[src/rtl/slc3_stim_seq.sv]
// slc3_stim_seq: stimulus sequencer for the SLC-3 CpuReset_n / Run_n / Continue_n controls
// Sequence: processor reset, one Run pulse, then N_CONT Continue pulses.
// Ports:
//   Clk        in   system clock, rising edge
//   Reset      in   synchronous active-low reset
//   Start      in   begin a sequence (honoured in IDLE or DONE only)
//   Abort      in   cancel the sequence and return to IDLE (wins over Start)
//   Pause      in   processor-paused flag, gates Continue pulses when SLC3_SEQ_PAUSE_WAIT_EN is defined
//   CpuReset_n out  processor reset, active-low
//   Run_n      out  Run control, active-low
//   Continue_n out  Continue control, active-low
//   Busy       out  high outside IDLE and DONE
//   Done       out  high while in DONE
//   ContCount  out  number of Continue pulses completed
// Optional feature macro: SLC3_SEQ_PAUSE_WAIT_EN
module slc3_stim_seq #(
   parameter int RST_CYC   = 2,
   parameter int RUN_DLY   = 3,
   parameter int CONT_DLY  = 5,
   parameter int PULSE_CYC = 1,
   parameter int N_CONT    = 2,
   parameter int CNT_W     = 8
) (
   input  logic Clk,
   input  logic Reset,
   input  logic Start,
   input  logic Abort,
   input  logic Pause,
   output logic CpuReset_n,
   output logic Run_n,
   output logic Continue_n,
   output logic Busy,
   output logic Done,
   output logic [((N_CONT == 0) ? 1 : $clog2(N_CONT + 1))-1:0] ContCount
);
   localparam int CW = (N_CONT == 0) ? 1 : $clog2(N_CONT + 1);
   // each phase loads its length minus one so the phase ends on the cycle the counter reads zero
   localparam logic [CNT_W-1:0] RST_LD   = CNT_W'(RST_CYC - 1);
   localparam logic [CNT_W-1:0] RUN_LD   = CNT_W'(RUN_DLY - 1);
   localparam logic [CNT_W-1:0] CONT_LD  = CNT_W'(CONT_DLY - 1);
   localparam logic [CNT_W-1:0] PULSE_LD = CNT_W'(PULSE_CYC - 1);
   localparam logic [CW-1:0]    LAST     = CW'(N_CONT - 1);

   typedef enum logic [2:0] {IDLE, RST, RUN_WAIT, RUN_PULSE, CONT_WAIT, CONT_PULSE, DONE} state_t;

   state_t           state_q, state_d;
   logic [CNT_W-1:0] cnt_q, cnt_d, cnt_dec;
   logic [CW-1:0]    cont_cnt_q, cont_cnt_d;
   logic             cpu_rst_n_q, cpu_rst_n_d;
   logic             run_n_q, run_n_d;
   logic             cont_n_q, cont_n_d;
   logic             busy_q, busy_d;
   logic             done_q, done_d;
   logic             cnt_zero;
   logic             go;

`ifdef SLC3_SEQ_PAUSE_WAIT_EN
   assign go = Pause;
`else
   logic unused_pause;
   assign go           = 1'b1;
   assign unused_pause = Pause;
`endif

   assign cnt_zero = (cnt_q == '0);
   // saturating decrement: the counter parks at zero while CONT_WAIT waits on Pause
   assign cnt_dec  = cnt_zero ? '0 : cnt_q - CNT_W'(1);

   always_ff @(posedge Clk) begin
      if (!Reset) begin
         state_q     <= IDLE;
         cnt_q       <= '0;
         cont_cnt_q  <= '0;
         cpu_rst_n_q <= 1'b1;
         run_n_q     <= 1'b1;
         cont_n_q    <= 1'b1;
         busy_q      <= 1'b0;
         done_q      <= 1'b0;
      end else begin
         state_q     <= state_d;
         cnt_q       <= cnt_d;
         cont_cnt_q  <= cont_cnt_d;
         cpu_rst_n_q <= cpu_rst_n_d;
         run_n_q     <= run_n_d;
         cont_n_q    <= cont_n_d;
         busy_q      <= busy_d;
         done_q      <= done_d;
      end
   end

   always_comb begin
      state_d    = state_q;
      cnt_d      = cnt_dec;
      cont_cnt_d = cont_cnt_q;
      if (Abort) begin
         state_d = IDLE;
      end else begin
         case (state_q)
            IDLE, DONE: if (Start) begin
               state_d    = RST;
               cnt_d      = RST_LD;
               cont_cnt_d = '0;
            end
            RST: if (cnt_zero) begin
               state_d = RUN_WAIT;
               cnt_d   = RUN_LD;
            end
            RUN_WAIT: if (cnt_zero) begin
               state_d = RUN_PULSE;
               cnt_d   = PULSE_LD;
            end
            RUN_PULSE: if (cnt_zero) begin
               state_d = (N_CONT == 0) ? DONE : CONT_WAIT;
               cnt_d   = CONT_LD;
            end
            CONT_WAIT: if (cnt_zero && go) begin
               state_d = CONT_PULSE;
               cnt_d   = PULSE_LD;
            end
            CONT_PULSE: if (cnt_zero) begin
               cont_cnt_d = cont_cnt_q + CW'(1);
               state_d    = (cont_cnt_q == LAST) ? DONE : CONT_WAIT;
               cnt_d      = CONT_LD;
            end
            default: state_d = IDLE;
         endcase
      end
   end

   // outputs are decoded from the next state so the registered copies line up with state_q
   always_comb begin
      cpu_rst_n_d = (state_d != RST);
      run_n_d     = (state_d != RUN_PULSE);
      cont_n_d    = (state_d != CONT_PULSE);
      busy_d      = !(state_d == IDLE || state_d == DONE);
      done_d      = (state_d == DONE);
   end

   assign CpuReset_n = cpu_rst_n_q;
   assign Run_n      = run_n_q;
   assign Continue_n = cont_n_q;
   assign Busy       = busy_q;
   assign Done       = done_q;
   assign ContCount  = cont_cnt_q;
endmodule
[config.mk]
export PLATFORM = sky130hd
export DESIGN_NAME = slc3_stim_seq
export DESIGN_NICKNAME = d
export VERILOG_FILES = /design/src/rtl/slc3_stim_seq.sv
export SDC_FILE = /design/constraint.sdc
export NUM_CORES = 1
export LEC_CHECK = 0
export BUFFER_PORTS_ARGS = -buffer_cell sky130_fd_sc_hd__buf_2
export CAP_MARGIN = 0
export CORE_MARGIN = 1
export CORE_UTILIZATION = 50
export CTS_CLUSTER_DIAMETER = 100
export CTS_CLUSTER_SIZE = 28
export DETAILED_ROUTE_END_ITERATION = 8
export PLACE_DENSITY = 0.72
export SETUP_SLACK_MARGIN = 0.2
export SLEW_MARGIN = 20
export SYNTH_ARGS = -nofsm -noshare
export SYNTH_HDL_FRONTEND = slang
export SYNTH_SLANG_ARGS = --single-unit
[constraint.sdc]
create_clock -name Clk -period 2.3 [get_ports Clk]
set_input_delay 0.115 -clock Clk [delete_from_list [all_inputs] [get_ports Clk]]
set_output_delay 0.115 -clock Clk [all_outputs]
set_load 0.1 [all_outputs]
==> impl_summary.log <==
[metrics] P_leak: 0.398 nW
[metrics] critical path's largest stage delay: 370 ps
[metrics] CTS tree: yes
[metrics] Std-Cell Rows: 15
[metrics] status: complete, no violations
[metrics] worst path cell trace: inv_1 -> ha_1 -> and3_1 -> or3_1 -> a31oi_2 -> o21ai_0
[metrics] final period demand of the worst path: 1880 ps
[metrics] Area growth, synth to finish: 8.59%
[metrics] top area cells in the synthesized netlist: dfxtp_1, nor2_1, ha_1
[metrics] period utilization: 81.6%
[metrics] Post-synth EDFFs: 0
[metrics] number of buffers inserted during clock tree synthesis: 3
[metrics] synthesized area per cell: 8.47 µm²
[metrics] async set-reset flop share out of synthesis: 0%
[metrics] placed wire-length estimate: 1230 µm
[metrics] number of inserted filler cells in the final layout: 177
[metrics] clock network fraction of total power: 14.2%
[metrics] flip-flop cell with the highest count after synthesis: dfxtp_1
[metrics] first-iteration detailed-routing DRC count: 11
[metrics] fraction of layout instances using a drive strength above 1: 16.0%
[metrics] DR WL/cell: 11.3 µm
[metrics] crit path setup slack, layout: 422 ps
[metrics] Ys Warns: 0
[metrics] CTS Hold Buffers Added: 0
[metrics] required time of the worst setup path: 2440 ps
[metrics] number of antenna-violating nets in the routed design: 0
[metrics] Setup Viol. Count Final: 0
[metrics] switching part of the total power: 40.3%
[metrics] number of detailed-routing iterations run before antenna repair: 4
[metrics] DRC Markers: 0
[metrics] GRT overflow: 0
[metrics] kind of path behind the tightest hold check: input pin to flip-flop
[metrics] transition time at the pin with the least slew margin: 484 ps
[metrics] number of distinct library cells after synthesis: 38
[metrics] Reg clk slew, reported paths: 90 ps
[metrics] Max H-tree Level: 1
[metrics] setup repair after global routing missed its margin: false
[metrics] list of most frequent post-synthesis cells: dfxtp_1, nor2_1, nand2_1
[metrics] number of hold-slack violations in the final timing report: 0
[metrics] power density over cell area: 1000 nW/µm²
[metrics] worst setup slack after placement: 431 ps
[metrics] critical path startpoint category: flip-flop
[metrics] count of placed standard cells in the final layout, fillers left out: 144
[metrics] count of buffers from port buffering: 10
[metrics] Rel. slew slack: 67.9%
[metrics] synthesized netlist cell count: 110
[metrics] Die ar.: 2040 µm²
[metrics] proportion of power drawn by combinational gates: 44.2%
[metrics] arrival time at the worst endpoint: 2020 ps
[metrics] final RePlAce weighted congestion: 0.832
[metrics] cell area after technology mapping: 932 µm²
[metrics] number of maximum-capacitance constraint violations: 0
[metrics] post-synthesis sequential element count: 18
[metrics] Routed Wire Length: 1620 µm
[metrics] setup clock skew after layout: 5.20 ps
[metrics] dominant cell type by area after synthesis: dfxtp_1
[metrics] floorplan die height: 45.2 µm
[metrics] worst-case clock buffer depth: 2
[metrics] Yosys top cell area share: 38.7%
[metrics] count of cells resized by post-cts repair: 0
[metrics] max-slew violation count: 0
[metrics] diodes inserted: 0
[metrics] total number of nets in the final design: 129
[metrics] Worst-Skew Late Latency: 280 ps
[metrics] Sw Pwr: 0.000410 W
[metrics] initial core utilization: 53.4%
[metrics] Critical Path Slowest Stage Cell: dfxtp_1
[metrics] post-synthesis net count: 118
[metrics] Internal Dissipation: 0.000607 W
[metrics] Sequential Power Share: 41.6%
[metrics] Power Total: 0.00102 W
[metrics] cell depth of the worst hold path: 3
[metrics] largest net degree at the start of global routing: 16
[metrics] start-to-end type of the worst setup path: flip-flop to flip-flop
[metrics] # placed instances: 141
[metrics] CP Capture Type: flip-flop
[metrics] I/O pin count: 12
[metrics] initial antenna violation count: 0
[metrics] Max Fanout on Critical Path: 11
[metrics] number of post-CTS setup repair buffers: 0
[metrics] master cell of the clock root buffer: clkbuf_4
[metrics] Fmax: 533 MHz
[metrics] routed vias/inst: 5.35
[metrics] die outline width: 45.2 µm
[metrics] VDD IR max: 0.000653 V
[metrics] Layout Utilization: 58.0%
[metrics] sum of negative setup slack: 0 ps
[metrics] global router's overall resource usage: 18.6%
[metrics] Core ar.: 1750 µm²
[metrics] top-count cell post-synth: dfxtp_1
[metrics] number of vias after detailed routing: 771
[metrics] global-route wire length before repair: 2740 µm
[metrics] Seq/Total Area, Yosys: 38.7%
[metrics] number of cells traversed by the worst register-to-register path: 6
[metrics] clock sink count: 18
[metrics] vias in the first global route: 649
==> logic make-up (layout without fill, tap and decap cells) <==
| logic type | Yosys count | in the layout | share of synthesized area [%] |
|---|---|---|---|
| buffers and inverters | 9 | 18 | 4.56 |
| AO/OA/AOI/OAI | 24 | 24 | 18.3 |
| multiplexers | 1 | 1 | 1.07 |
| flip-flops | 18 | 18 | 38.7 |
| XOR/XNOR | 7 | 7 | 6.58 |
| adder cells (fa/ha/maj) | 3 | 3 | 4.03 |
| AND/OR/NAND/NOR | 48 | 48 | 26.8 |
==> critical path: cells and delay by family, from the launching register on <==
kind,cells,cell delay [ps]
buffers and inverters,1,100
DFF,1,370
and+or+nand+nor,2,640
adders and majority gates,1,220
AOI/OAI and AO/OA,2,420
==> registers in the layout, indices dropped and copies added (netlist names) <==
register,count
Run_n,1
state_q,3
Done,1
cnt_q,8
ContCount,2
CpuReset_n,1
Busy,1
Continue_n,1
==> cells in the final DEF (no fill, tap or decap), types with 4 or more instances in the layout <==
master,synthesis,routed
xnor2_1,4,4
nor2_1,16,16
buf_2,1,10
nand3_1,4,4
a21oi_1,6,6
o21ai_0,5,5
nand2_1,10,10
dfxtp_1,18,18
inv_1,5,5
==> path summary, 6_finish.rpt <==
path,endpoint,slack (ps),start
setup / recovery,Continue_n,420,cnt_q[0]
hold / removal,Run_n,100,Abort
setup reg to reg,Continue_n,420,cnt_q[0]
hold reg to reg,ContCount[1],490,ContCount[1]
==> per-stage QoR <==
stage	area [µm²]	hold slack, ps
6_report	1010	96.0
5_1_grt	1010	106
4_1_cts	1010	91.2
3_5_place_dp	990	384
3_3_place_gp	990	377
2_1_floorplan	932	236
==> area by class of cell <==
| type | count | area (µm²) | share of cell area, % |
|---|---|---|---|
| Multi-Input combinational cell | 83 | 529 | 52.3 |
| Sequential cell | 18 | 360 | 35.6 |
| Timing Repair Buffer | 10 | 50.0 | 4.94 |
| Tap cell | 25 | 31.3 | 3.09 |
| Clock buffer | 3 | 22.5 | 2.22 |
| Inverter | 5 | 18.8 | 1.85 |
==> power groups by stage <==
stage	clock network (W)	logic, W	registers [W]
final	0.000144	0.000449	0.000423
after CTS	0.000148	0.000453	0.000423
after detailed placement	0	0.000451	0.000430
after floorplan	0	0.000382	0.000449
after global routing	0.000167	0.000512	0.000433
after global placement	0	0.000445	0.000427
==> metal layers <==
metal	vias up	wire length [µm]	global-route usage, %
met4	0	23	7.88
li1	402	-	-
met1	350	854	26.4
met3	4	44	4.80
met2	15	697	26.4
met5	-	0	0
(Power assumes the default switching activity.)
